<file path="config.mk">
export PLATFORM = sky130hd
export DESIGN_NAME = mbx_ombx_reader
export DESIGN_NICKNAME = d
export VERILOG_FILES = /design/src/rtl/mbx_ombx_reader.sv
export SDC_FILE = /design/constraint.sdc
export NUM_CORES = 1
export LEC_CHECK = 0
export ABC_AREA = 1
export BUFFER_PORTS_ARGS = -buffer_cell sky130_fd_sc_hd__buf_2
export CAP_MARGIN = 15
export CELL_PAD_IN_SITES_DETAIL_PLACEMENT = 1
export CELL_PAD_IN_SITES_GLOBAL_PLACEMENT = 2
export CORE_UTILIZATION = 29
export CTS_BUF_LIST = sky130_fd_sc_hd__clkbuf_8
export CTS_CLUSTER_SIZE = 16
export DETAILED_ROUTE_END_ITERATION = 16
export PLACE_DENSITY_LB_ADDON = 0.1
export SLEW_MARGIN = 20
export SYNTH_ARGS = -nofsm -noshare
export SYNTH_HDL_FRONTEND = slang
export SYNTH_SLANG_ARGS = --single-unit
</file>
<file path="constraint.sdc">
create_clock -name clk_i -period 2.4 [get_ports clk_i]
set_input_delay 0.12 -clock clk_i [delete_from_list [all_inputs] [get_ports clk_i]]
set_output_delay 0.12 -clock clk_i [all_outputs]
set_load 0.02 [all_outputs]
</file>
<file path="src/rtl/mbx_ombx_reader.sv">
// Outbound mailbox reader: walks an object out of SRAM one DWORD at a time,
// presents each word on the system RDATA path and waits for it to be consumed.
//
//   state | meaning
//   IDLE  | waiting for the mailbox FSM to enter READ
//   REQ   | memory request outstanding, waiting for grant (limit checked here)
//   WAIT  | granted, waiting for read data
//   HOLD  | word presented on read_data_o until the system reads it
//   DRAIN | aborted after grant; swallow the pending rvalid
//   ERR   | limit overrun; parked until the mailbox is cleared
module mbx_ombx_reader (
    input  logic        clk_i,
    input  logic        rst_i,
    input  logic        mbx_read_i,
    input  logic        mbx_clear_i,
    input  logic        mbx_range_valid_i,
    input  logic [31:0] sram_base_addr_i,
    input  logic [31:0] sram_limit_addr_i,
    input  logic [10:0] object_size_i,
    input  logic        sysif_read_i,
    input  logic        sram_gnt_i,
    input  logic        sram_rvalid_i,
    input  logic [31:0] sram_rdata_i,
    output logic        sram_req_o,
    output logic [31:0] sram_addr_o,
    output logic [31:0] read_data_o,
    output logic        read_data_valid_o,
    output logic        sys_read_all_o,
    output logic        read_error_o,
    output logic        busy_o
);

    typedef enum logic [2:0] {
        S_IDLE  = 3'd0,
        S_REQ   = 3'd1,
        S_WAIT  = 3'd2,
        S_HOLD  = 3'd3,
        S_DRAIN = 3'd4,
        S_ERR   = 3'd5
    } state_t;

    state_t      r_state;
    state_t      w_next;
    logic [31:0] r_read_ptr;
    logic [10:0] r_remaining;
    logic [31:0] r_data;
    logic        r_armed;
    logic        r_all;

    logic        w_over;
    logic        w_load;
    logic        w_capture;
    logic        w_all_set;

    // The pointer is compared against the limit while sitting in REQ, so an
    // overrun never produces a request on the bus.
    assign w_over = (r_read_ptr > sram_limit_addr_i);

    // Next-state decode; mbx_clear_i is evaluated ahead of every other input
    // except in DRAIN, which must always wait for its outstanding rvalid.
    always_comb begin
        w_next    = r_state;
        w_load    = 1'b0;
        w_capture = 1'b0;
        w_all_set = 1'b0;
        case (r_state)
            S_IDLE: begin
                if (!mbx_clear_i && mbx_read_i && mbx_range_valid_i && r_armed) begin
                    w_load = 1'b1;
                    if (object_size_i == 11'd0) begin
                        w_all_set = 1'b1;
                    end else begin
                        w_next = S_REQ;
                    end
                end
            end
            S_REQ: begin
                if (mbx_clear_i) begin
                    w_next = (sram_gnt_i && !w_over) ? S_DRAIN : S_IDLE;
                end else if (w_over) begin
                    w_next = S_ERR;
                end else if (sram_gnt_i) begin
                    w_next = S_WAIT;
                end
            end
            S_WAIT: begin
                if (sram_rvalid_i) begin
                    if (mbx_clear_i) begin
                        w_next = S_IDLE;
                    end else begin
                        w_capture = 1'b1;
                        w_next    = S_HOLD;
                    end
                end else if (mbx_clear_i) begin
                    w_next = S_DRAIN;
                end
            end
            S_HOLD: begin
                if (mbx_clear_i) begin
                    w_next = S_IDLE;
                end else if (sysif_read_i) begin
                    if (r_remaining == 11'd0) begin
                        w_all_set = 1'b1;
                        w_next    = S_IDLE;
                    end else begin
                        w_next = S_REQ;
                    end
                end
            end
            S_DRAIN: begin
                if (sram_rvalid_i) begin
                    w_next = S_IDLE;
                end
            end
            S_ERR: begin
                if (mbx_clear_i) begin
                    w_next = S_IDLE;
                end
            end
            default: w_next = S_IDLE;
        endcase
    end

    // State register; reset drops any outstanding request without draining.
    always_ff @(posedge clk_i or posedge rst_i) begin
        if (rst_i) begin
            r_state <= S_IDLE;
        end else begin
            r_state <= w_next;
        end
    end

    // Pointer, word counter and data register; data is cleared once the word
    // leaves HOLD so stale words never linger.
    always_ff @(posedge clk_i or posedge rst_i) begin
        if (rst_i) begin
            r_read_ptr  <= 32'd0;
            r_remaining <= 11'd0;
            r_data      <= 32'd0;
        end else begin
            if (w_load) begin
                r_read_ptr  <= sram_base_addr_i;
                r_remaining <= object_size_i;
            end else if (w_capture) begin
                r_read_ptr  <= r_read_ptr + 32'd4;
                r_remaining <= r_remaining - 11'd1;
            end
            if (w_capture) begin
                r_data <= sram_rdata_i;
            end else if (r_state == S_HOLD && w_next != S_HOLD) begin
                r_data <= 32'd0;
            end
        end
    end

    // Completion pulse, and the re-arm flag that blocks a restart until the
    // mailbox FSM has left READ at least once after a completed object.
    always_ff @(posedge clk_i or posedge rst_i) begin
        if (rst_i) begin
            r_all   <= 1'b0;
            r_armed <= 1'b1;
        end else begin
            r_all <= w_all_set;
            if (w_all_set) begin
                r_armed <= 1'b0;
            end else if (!mbx_read_i) begin
                r_armed <= 1'b1;
            end
        end
    end

    assign sram_req_o        = (r_state == S_REQ) && !w_over;
    assign sram_addr_o       = sram_req_o ? r_read_ptr : 32'd0;
    assign read_data_valid_o = (r_state == S_HOLD);
    assign read_data_o       = read_data_valid_o ? r_data : 32'd0;
    assign sys_read_all_o    = r_all;
    assign read_error_o      = (r_state == S_REQ) && w_over && !mbx_clear_i;
    assign busy_o            = (r_state != S_IDLE);

endmodule

</file>
==> results.py <==
metrics = {
    "route": {
        "met1_length_um": 10800,
        "ant_nets": 0,
        "firstDrtPassIters": 4,
        "dr_wl_met2_um": 10200,
        "detailroute.via_count": 6310,
        "topRoutingLayerUsed": "met4",
        "wl_per_cell_um": 16.0,
        "finalWirelength_um": 22100,
        "detailroute.wirelength.met3_um": 810,
        "post_drt_via_cell_ratio": 4.58,
        "drt_iter0_markers": 169,
        "remaining_drc_errors": 0,
    },
    "floorplan": {
        "design.die.area_mm2": 0.0206,
        "boundaryPins": 184,
        "start_util_pct": 29.7,
        "core_area_mm2": 0.0195,
        "rows": 51,
        "die_height_um": 144,
        "fp.dieW_um": 144,
    },
    "timing": {
        "finalSetupViolCount": 35,
        "final.setup_skew_ps": 8.23,
        "maxSlewViolCount": 0,
        "max-slew-margin-rel_pct": 60.9,
        "setup_slack_ps": -269,
        "timing.fmax_ghz": 0.375,
        "rsz0062_at_grt": "true",
        "slew_at_the_pin_closest_to_its_max_slew_limit_ps": 582,
        "tns_ps": -8160,
        "finalCritPeriodShare_pct": 111,
        "final_report_hold_violation_count": 0,
        "post_layout_minimum_cycle_time_ps": 2670,
        "fin_worst_hold_slack_ps": 20.1,
    },
    "critical_path": {
        "cp_top_family": "simple AND/OR/NAND/NOR gates",
        "critical_path.n_buffers_inverters": 4,
        "cp_cell_sequence": "ha_4, nand2_4, nor2_4, nand4_1, nor2_4, nand4_1, nand2_2, inv_2, nor2_4, inv_6, buf_16, nor2_1, buf_4",
        "critical_path.most_common_cell": "sky130_fd_sc_hd__nor2_4",
        "worstPathMaxFanout": 11,
        "cpMaxStageDelayCell": "sky130_fd_sc_hd__dfrtp_1",
        "critical_path_required_ps": 2280,
        "critical_path.max_stage_delay_ps": 430,
        "critPathCaptureType": "output port",
        "crit_type": "reg2out",
        "critical_path_arrival_ps": 2550,
        "start_kind": "register",
    },
    "logic_synthesis": {
        "synth_mux_area_share_pct": 0,
        "ys.flop_type": "sky130_fd_sc_hd__dfrtp_1",
        "syn-num-nets": 945,
        "main_combinational_cell_family_by_area_after_synthesis": "simple AND/OR/NAND/NOR gates",
        "count_of_flip_flops_with_a_built_in_enable_after_synthesis": 0,
        "post_synth.cell_area_avg_um2": 7.30,
        "yosys.area_share.xor_xnor_pct": 4.52,
        "ys_ff_latch": 80,
        "synthArstFlopShare_pct": 100,
        "synth_cells": 796,
        "syn_area_mm2": 0.00581,
        "yosys_warn_count": 0,
        "proportion_of_synthesized_chip_area_in_sequential_cells_pct": 34.5,
        "synth_adder_area_share_pct": 7.32,
        "synth_simple_gate_area_share_pct": 34.1,
        "synth_compound_area_share_pct": 8.23,
        "netlist-cell-type-count": 38,
    },
    "global_routing": {
        "number_of_global_route_vias_before_repair": 6474,
        "maximum_number_of_pins_on_one_net_before_global_route_repair": 45,
        "grt_usage_pct": 21.7,
        "grt_pass1_wl_um": 34000,
        "number_of_antenna_violations_at_the_first_check_in_global_routing": 1,
        "global_route.overflow_total": 0,
    },
    "cts": {
        "worst_setup_hold_path_clk_slew_ps": 90,
        "cts-root-buf": "sky130_fd_sc_hd__clkbuf_8",
        "clock_tree.htree_level_count": 3,
        "tritoncts": "built",
        "cts.path.max_buffers": 2,
        "clk_latency_ps": 380,
        "clkSinkCount": 80,
        "numCtsBuffers": 9,
    },
    "run_status": {
        "violations": "negative setup slack",
        "outcome": "finished with violations",
    },
    "power_and_ir_drop": {
        "leakage_power_nw": 4.50,
        "power_dens_cells_mw_per_mm2": 843,
        "totalPowerFinal_mw": 7.77,
        "irDropWorstVdd_mv": 0.313,
    },
    "final_layout": {
        "most-common-layout-cells": "195 x sky130_fd_sc_hd__nand2_1, 149 x sky130_fd_sc_hd__buf_2, 106 x sky130_fd_sc_hd__inv_1, 76 x sky130_fd_sc_hd__dfrtp_1, 74 x sky130_fd_sc_hd__nor2_1",
        "final_net_count": 1257,
        "area_growth_syn_to_layout_pct": 58.7,
        "drive_above_1_share_pct": 37.8,
        "postLayoutCoreUtil_pct": 47.2,
        "mostFrequentLayoutCell": "sky130_fd_sc_hd__nand2_1",
    },
    "placed_design": {
        "port_buffers": 183,
        "gp_congestion": 0.800,
        "place_ws_ps": -148,
        "dp.final_hpwl_um": 15500,
    },
    "flow_run": {
        "maxCapViolations": 0,
    },
    "worst_hold_path": {
        "timing.hold.worst.class": "in2reg",
    },
}
[cell usage after synthesis (all sizes together), types with 2 or more instances]
cell	n	area share, %
a21oi	25	2.2
nand2	213	14
o211ai	22	2.8
clkbuf	11	0.71
o21ai	7	0.60
ha	34	7.3
nand4	11	1.2
nor3	21	2.2
nor4	7	0.75
buf	16	2.3
nand3	53	7.2
xnor2	3	0.45
nor2	117	8.2
xor2	27	4.1
dfrtp	79	34
nand3b	2	0.26
o221ai	13	2.0
inv	128	8.3
[cells by family after synthesis]
group                    Yosys count
AO/OA/AOI/OAI                     72
XOR/XNOR                          30
adder cells (fa/ha/maj)           34
buffers and inverters            155
flip-flops                        80
AND/OR/NAND/NOR                  425
[cell type report]
cell class,count,area [µm²]
clock inverter,5,78.8
sequential,80,2010
clock buffer,11,151
timing repair buffer,325,2440
tap,265,332
multi-input combinational,564,3720
inverter,128,489
antenna,1,2.50
fill,2444,10300
[where the power goes]
group | total, mW | internal (mW) | switching [mW] | leakage [nW]
clock network | 1.21 | 0.642 | 0.567 | 0.119
registers | 2.31 | 1.87 | 0.442 | 1.02
logic | 4.25 | 1.96 | 2.29 | 3.36
[worst paths after layout]
check | start | end | slack, ps | cells after the start
max in group asynchronous | rst_i | r_read_ptr[24] | 1220 | 5
min in group asynchronous | rst_i | r_data[9] | 330 | 3
worst max-delay path | r_read_ptr[23] | sram_addr_o[2] | -270 | 13
worst min register to register | r_armed | r_armed | 470 | 2
worst min-delay path | object_size_i[5] | r_remaining[5] | 20 | 3
worst max register to register | r_read_ptr[23] | r_data[17] | -10 | 17
[state kept, by name, summed over array words and instances (netlist names)]
| name | cells |
|---|---|
| r_state | 3 |
| r_data | 32 |
| r_read_ptr | 32 |
| sys_read_all_o | 1 |
| r_remaining | 11 |
| r_armed | 1 |
[timing repair]
action	CTS	global route
pin swaps	13	20
gates resized for setup	109	72
setup buffers	11	19
gates cloned	4	1
endpoints found under the hold margin	99	0
setup endpoints to repair	66	98
hold buffers	71	0
[worst reg2reg max path, cell delays in order, from the launching register on]
cell and delay (ps):
sky130_fd_sc_hd__dfrtp_1 430, sky130_fd_sc_hd__ha_4 300, sky130_fd_sc_hd__nand2_4 60, sky130_fd_sc_hd__nor2_4 100, sky130_fd_sc_hd__nand4_1 150, sky130_fd_sc_hd__nor2_4 160, sky130_fd_sc_hd__buf_6 120, sky130_fd_sc_hd__nand2_4 50
sky130_fd_sc_hd__nand2_4 70, sky130_fd_sc_hd__buf_6 90, sky130_fd_sc_hd__buf_6 80, sky130_fd_sc_hd__buf_6 90, sky130_fd_sc_hd__nand3_4 80, sky130_fd_sc_hd__nand2_4 110, sky130_fd_sc_hd__nand2_8 120, sky130_fd_sc_hd__nand2_8 150
sky130_fd_sc_hd__nand3_2 100, sky130_fd_sc_hd__nand2_1 100
[through the flow]
stage | area, µm² | instances
2_1_floorplan | 5810 | 796
3_3_place_gp | 7260 | 1261
3_5_place_dp | 7260 | 1261
4_1_cts | 8690 | 1359
5_1_grt | 9220 | 1379
6_report | 9220 | 1379
[layer usage]
metal  vias to the layer above  global-route usage (%)
li1                       3161                       -
met1                      3010                    30.3
met2                       124                    35.2
met3                        15                    3.57
met4                         0                    4.54
met5                         -                       0
(Power assumes the default switching activity.)
